--- src/rtl/uart_pkg.sv ---
// Shared UART definitions: receiver state encoding and line/baud constants.
package uart_pkg;

  typedef enum logic [2:0] {
    RX_IDLE   = 3'd0,
    RX_START  = 3'd1,
    RX_DATA   = 3'd2,
    RX_PARITY = 3'd3,
    RX_STOP   = 3'd4,
    RX_BREAK  = 3'd5
  } rx_state_e;

  localparam int   BAUD_115200_AT_10MHZ = 87;
  localparam logic IDLE_LINE            = 1'b1;

endpackage

--- src/rtl/sync_fifo.sv ---
// First-word-fall-through FIFO; head_o shows the oldest entry, 0 while empty.
module sync_fifo #(
  parameter int WIDTH     = 8,
  parameter int LOG_DEPTH = 4
) (
  input  logic                 clk,
  input  logic                 rst,
  input  logic                 push_i,
  input  logic [WIDTH-1:0]     push_data_i,
  input  logic                 pop_i,
  output logic [WIDTH-1:0]     head_o,
  output logic                 full_o,
  output logic                 empty_o,
  output logic [LOG_DEPTH:0]   count_o
);

  localparam int DEPTH = 2 ** LOG_DEPTH;

  logic [WIDTH-1:0]     mem_q [DEPTH];
  logic [LOG_DEPTH-1:0] wr_ptr_q, rd_ptr_q;
  logic [LOG_DEPTH:0]   count_q;
  logic                 wr_en, rd_en;

  assign empty_o = (count_q == '0);
  assign full_o  = (count_q == (LOG_DEPTH+1)'(DEPTH));
  assign count_o = count_q;
  assign head_o  = empty_o ? '0 : mem_q[rd_ptr_q];

  // A pop frees a slot in the same cycle, so a full FIFO can still accept a push.
  assign rd_en = pop_i && !empty_o;
  assign wr_en = push_i && (!full_o || rd_en);

  always_ff @(posedge clk) begin
    if (rst) begin
      wr_ptr_q <= '0;
      rd_ptr_q <= '0;
      count_q  <= '0;
    end else begin
      if (wr_en) wr_ptr_q <= wr_ptr_q + 1'b1;
      if (rd_en) rd_ptr_q <= rd_ptr_q + 1'b1;
      case ({wr_en, rd_en})
        2'b10:   count_q <= count_q + 1'b1;
        2'b01:   count_q <= count_q - 1'b1;
        default: count_q <= count_q;
      endcase
    end
  end

  always_ff @(posedge clk) begin
    if (wr_en) mem_q[wr_ptr_q] <= push_data_i;
  end

endmodule

--- src/rtl/uart_rx_buffered.sv ---
// Buffered UART receiver with false-start, framing and overrun detection.
// Define UART_RX_PARITY_EN to expect an even-parity bit after the data bits.
module uart_rx_buffered
  import uart_pkg::*;
#(
  parameter int CLK_CYCLES     = BAUD_115200_AT_10MHZ,
  parameter int DATA_BITS      = 8,
  parameter int FIFO_LOG_DEPTH = 4
) (
  input  logic                  clk,
  input  logic                  rst,
  input  logic                  uart_rx,
  output logic [DATA_BITS-1:0]  data,
  output logic                  valid,
  input  logic                  ready,
  output logic [FIFO_LOG_DEPTH:0] count,
  output logic                  framing_error,
  output logic                  overrun,
  output logic                  parity_error
);

  localparam int CNT_W = $clog2(CLK_CYCLES);
  localparam int BIT_W = $clog2(DATA_BITS + 1);
  localparam logic [CNT_W-1:0] HALF_LOAD = CNT_W'(CLK_CYCLES / 2 - 1);
  localparam logic [CNT_W-1:0] FULL_LOAD = CNT_W'(CLK_CYCLES - 1);
  localparam logic [BIT_W-1:0] LAST_BIT  = BIT_W'(DATA_BITS - 1);

  logic                 sync1_q, sync2_q, rx_s;
  rx_state_e            state_q, state_d;
  logic [CNT_W-1:0]     cnt_q, cnt_d;
  logic [BIT_W-1:0]     bit_q, bit_d;
  logic [DATA_BITS-1:0] shift_q, shift_d;
  logic                 tick, push_req, fe, fifo_full, fifo_empty;
`ifdef UART_RX_PARITY_EN
  logic                 pbad_q, pbad_d, pe;
`endif

  assign rx_s = sync2_q;
  assign tick = (cnt_q == '0);

  always_comb begin
    state_d  = state_q;
    cnt_d    = tick ? FULL_LOAD : cnt_q - 1'b1;
    bit_d    = bit_q;
    shift_d  = shift_q;
    push_req = 1'b0;
    fe       = 1'b0;
`ifdef UART_RX_PARITY_EN
    pbad_d   = pbad_q;
    pe       = 1'b0;
`endif
    case (state_q)
      RX_IDLE: begin
        cnt_d = '0;
        if (rx_s != IDLE_LINE) begin
          state_d = RX_START;
          cnt_d   = HALF_LOAD;
        end
      end
      RX_START: begin
        bit_d = '0;
        // Line back high at mid start bit means it was a glitch.
        if (tick) state_d = (rx_s == IDLE_LINE) ? RX_IDLE : RX_DATA;
      end
      RX_DATA: begin
        if (tick) begin
          shift_d = {rx_s, shift_q[DATA_BITS-1:1]};
          bit_d   = bit_q + 1'b1;
          if (bit_q == LAST_BIT) begin
`ifdef UART_RX_PARITY_EN
            state_d = RX_PARITY;
`else
            state_d = RX_STOP;
`endif
          end
        end
      end
`ifdef UART_RX_PARITY_EN
      RX_PARITY: begin
        if (tick) begin
          pbad_d  = ^{shift_q, rx_s};
          state_d = RX_STOP;
        end
      end
`endif
      RX_STOP: begin
        if (tick) begin
`ifdef UART_RX_PARITY_EN
          pe       = pbad_q;
          push_req = rx_s && !pbad_q;
`else
          push_req = rx_s;
`endif
          fe      = !rx_s;
          state_d = rx_s ? RX_IDLE : RX_BREAK;
        end
      end
      RX_BREAK: begin
        cnt_d = '0;
        if (rx_s == IDLE_LINE) state_d = RX_IDLE;
      end
      default: state_d = RX_IDLE;
    endcase
  end

  always_ff @(posedge clk) begin
    if (rst) begin
      sync1_q <= IDLE_LINE;
      sync2_q <= IDLE_LINE;
      state_q <= RX_IDLE;
      cnt_q   <= '0;
      bit_q   <= '0;
`ifdef UART_RX_PARITY_EN
      pbad_q  <= 1'b0;
`endif
    end else begin
      sync1_q <= uart_rx;
      sync2_q <= sync1_q;
      state_q <= state_d;
      cnt_q   <= cnt_d;
      bit_q   <= bit_d;
`ifdef UART_RX_PARITY_EN
      pbad_q  <= pbad_d;
`endif
    end
  end

  always_ff @(posedge clk) begin
    shift_q <= shift_d;
  end

  sync_fifo #(
    .WIDTH     (DATA_BITS),
    .LOG_DEPTH (FIFO_LOG_DEPTH)
  ) u_fifo (
    .clk         (clk),
    .rst         (rst),
    .push_i      (push_req),
    .push_data_i (shift_q),
    .pop_i       (ready),
    .head_o      (data),
    .full_o      (fifo_full),
    .empty_o     (fifo_empty),
    .count_o     (count)
  );

  assign valid         = !fifo_empty;
  // When full the FIFO is non-empty, so ready alone decides whether a slot frees up.
  assign overrun       = push_req && fifo_full && !ready;
  assign framing_error = fe;
`ifdef UART_RX_PARITY_EN
  assign parity_error  = pe;
`else
  assign parity_error  = 1'b0;
`endif

endmodule

--- config.mk ---
export PLATFORM = sky130hd
export DESIGN_NAME = uart_rx_buffered
export DESIGN_NICKNAME = d
export VERILOG_FILES = /design/src/rtl/uart_pkg.sv /design/src/rtl/sync_fifo.sv /design/src/rtl/uart_rx_buffered.sv
export SDC_FILE = /design/constraint.sdc
export NUM_CORES = 1
export LEC_CHECK = 0
export BUFFER_PORTS_ARGS = -buffer_cell sky130_fd_sc_hd__buf_2
export CAP_MARGIN = 5
export CORE_MARGIN = 8
export CORE_UTILIZATION = 56
export CTS_CLUSTER_DIAMETER = 30
export DETAILED_ROUTE_END_ITERATION = 6
export PLACE_DENSITY_LB_ADDON = 0.15
export SLEW_MARGIN = 20
export SYNTH_ARGS = -nofsm -noshare
export SYNTH_HDL_FRONTEND = slang
export SYNTH_HIERARCHICAL = 1
export SYNTH_SLANG_ARGS = --single-unit
--- constraint.sdc ---
create_clock -name clk -period 3.2 [get_ports clk]
set_input_delay 0.32 -clock clk [delete_from_list [all_inputs] [get_ports clk]]
set_output_delay 0.32 -clock clk [all_outputs]
set_load 0.005 [all_outputs]
==> impl_metrics.py <==
metrics = {
    "run_status": {
        "status": "completed",
    },
    "drt": {
        "wl_per_cell_um": 20.2,
        "drt-total-wl_mm": 13.3,
        "num_vias": 3888,
        "drt_pre_antenna_iters": 4,
        "drc_errors": 0,
        "ant_nets": 0,
        "viasPerCell": 5.92,
        "drtIter0Drc": 342,
    },
    "floorplan": {
        "core-area_um2": 12500,
        "fp.dieArea_um2": 16600,
        "pin_count": 21,
        "initial_core_util": 0.569,
        "die_h_um": 129,
        "fp-row-count": 41,
        "fp.dieW_um": 129,
    },
    "cells_and_area": {
        "fin_util": 0.637,
        "layoutNonFillerInstCount": 657,
        "area_growth_syn_to_layout_pct": 12.1,
        "finalNetCount": 488,
        "drive_gt1_frac": 0.233,
        "n_fill_cell": 940,
        "n_antenna_cell": 0,
    },
    "setup_path": {
        "start_kind": "flip-flop",
        "criticalPathCategory": "reg -> reg",
        "crit_arrival_ns": 3.26,
        "required_ns": 3.49,
        "crit_fanout": 8,
        "reg2reg_slack_ns": 0.23,
        "crit_path_end_kind": "flip-flop",
    },
    "place": {
        "dp.cells": 625,
        "pre_cts_slack_ns": 0.147,
        "routabilityCongestion": 0.838,
        "dp_hpwl_mm": 8.73,
        "io_buffers": 19,
    },
    "power_and_ir_drop": {
        "powerDensity_nw_per_um2": 700,
        "leakage_nw": 2.67,
        "ir_worst_vdd_mv": 0.453,
    },
    "grt": {
        "grt_max_degree": 33,
        "antenna_found_initial": 0,
        "grt_pass1_vias": 3830,
        "grt-ovfl-total": 0,
        "groute.usage.overall": 0.171,
        "grt_pass1_wl_mm": 20.9,
    },
    "synthesis": {
        "yosysUniqueCellTypes": 59,
        "syn_inst": 446,
        "syn_area_per_cell_um2": 16.0,
        "yosys_warnings": 6,
        "ys_seq_area_frac": 0.667,
        "synth_area_um2": 7120,
        "synth-edff-count": 136,
        "async_reset_ff_frac": 0,
        "synthesis.nets": 462,
        "yosys_most_used_dff": "edfxtp_1",
        "synth_seq_cells": 169,
    },
    "sta": {
        "setup_ws_ns": 0.232,
        "rsz0062_at_grt": "false",
        "layout_min_cycle_time_ns": 2.97,
        "finalClockSkew_ns": 0.00568,
        "drv_slew": 0,
        "tns_ns": 0,
        "relSlewSlack": 0.464,
        "setup_viol": 0,
        "fin_crit_sh": 0.927,
        "tightest_slew_ns": 0.801,
        "hold_violations": 0,
        "fmax_mhz": 337,
    },
    "cts": {
        "cts_buffers": 17,
        "clockBufferDepth": 2,
        "cts-root-buf": "clkbuf_16",
        "cts_hold_buf": 0,
        "h-tree-depth": 4,
        "cts_tree": "built",
        "cts_sinks": 169,
        "cts.clk_slew.worst_paths_ns": 0.06,
        "clk-insertion-delay-late_ns": 0.41,
    },
    "worst_hold_path": {
        "hold_path.class": "in -> reg",
    },
    "flow_run": {
        "max-cap-violations": 0,
    },
}
==> registers in the layout (all words and copies together) (netlist names), named ones only <==
name             count
bit_q                4
cnt_q                7
rx_s                 1
shift_q              8
state_q              3
sync1_q              1
u_fifo/count_o       5
u_fifo/mem_q       128
u_fifo/rd_ptr_q      4
u_fifo/wr_ptr_q      4
==> worst paths after layout <==
check / start / end / depth (start not counted)
worst max-delay path: cnt_q[0]$_SDFF_PP0_ / u_fifo/count_o[4]$_SDFFE_PP0P_ / 13
worst min-delay path: uart_rx / sync1_q$_SDFF_PP1_ / 2
worst max register to register: cnt_q[0]$_SDFF_PP0_ / u_fifo/count_o[4]$_SDFFE_PP0P_ / 13
worst min register to register: sync1_q$_SDFF_PP1_ / rx_s$_SDFF_PP1_ / 1
==> cells in the final DEF (no fill, tap or decap), types with 12 or more instances in the layout <==
cell type	Yosys	layout
mux4_2	32	32
a211oi_1	18	18
buf_2	6	19
buf_4	3	14
inv_1	19	19
edfxtp_1	136	136
dfxtp_1	33	32
clkbuf_16	0	17
mux2i_1	12	12
nor2_1	28	27
==> cell families (layout without fill, tap and decap cells) <==
kind of cell / count (synthesis) / in the layout / synth area share
flip-flops: 169 / 169 / 0.667
AND/OR/NAND/NOR: 102 / 102 / 0.0802
AO/OA/AOI/OAI: 62 / 62 / 0.0705
buffers and inverters: 46 / 85 / 0.0292
multiplexers: 45 / 45 / 0.120
adder cells (fa/ha/maj): 12 / 12 / 0.0222
XOR/XNOR: 9 / 9 / 0.0111
other: 1 / 1 / 0.000527
==> stage by stage <==
step                      hold WS, ns  total power (W)  area (um^2)
final                          0.0832          0.00558         7980
after global routing           0.0696          0.00582         7980
after CTS                      0.0641          0.00562         7970
after detailed placement        0.417          0.00365         7400
after global placement          0.396          0.00361         7400
after floorplan                 0.389          0.00333         7120
==> cells in the mapped netlist (3+ instances only) <==
library cell,number,area (um^2)
edfxtp_1,136,4080
dfxtp_1,33,661
mux4_2,32,721
nor2_1,28,105
inv_1,19,71.3
a211oi_1,18,135
mux2i_1,12,120
clkbuf_1,11,41.3
ha_1,11,138
nor2b_1,11,68.8
a21oi_1,9,45.0
nand3_1,9,45.0
o21ai_0,7,35.0
buf_2,6,30.0
nand2_1,6,22.5
nor4_1,6,37.5
and3_1,5,31.3
nand2b_1,5,31.3
nor3_1,5,25.0
nor3b_1,5,37.5
o21a_1,5,37.5
or2_2,5,31.3
xor2_1,5,43.8
and2_1,4,25.0
or4_1,4,30.0
xnor2_1,4,35.0
buf_1,3,11.3
buf_4,3,22.5
o211ai_1,3,22.5
==> cell type report <==
type	count	area, um^2	area share
Timing Repair Buffer	33	200	0.0251
Clock buffer	21	440	0.0552
Multi-Input combinational cell	231	2170	0.272
Inverter	20	75.1	0.00941
Tap cell	172	215	0.0270
Sequential cell	169	4750	0.595
Clock inverter	11	129	0.0162
==> per-layer routing <==
layer,vias up,global-route usage,share of wire
met5,-,0,0
met4,0,0.0650,0.014
met3,17,0.0455,0.055
met2,123,0.267,0.48
met1,1953,0.226,0.45
li1,1795,-,-
==> worst max-delay path, cell delays in order, from the launching register on <==
cell and delay, ns:
dfxtp_1 0.32, inv_1 0.08, ha_1 0.18, or3b_2 0.48, nor2_2 0.13, and3_1 0.19, nor2b_1 0.07, o21ai_4 0.09
inv_2 0.11, ha_1 0.33, nand2b_1 0.10, o2bb2ai_2 0.14, a2111oi_0 0.09, or4_1 0.53
==> repair_timing <==
item | 4_1_cts | 5_1_grt
resized for setup | 0 | 2
setup buffers | 0 | 0
setup endpoints to repair | 0 | 1
==> report_power, final <==
group / total (W) / internal (W) / switching [W]
combinational: 0.00112 / 0.000496 / 0.000625
clock: 0.00198 / 0.00121 / 0.000771
sequential: 0.00248 / 0.00239 / 0.0000839
total: 0.00558 / 0.00410 / 0.00148
Power figures use the tool's default switching activity.
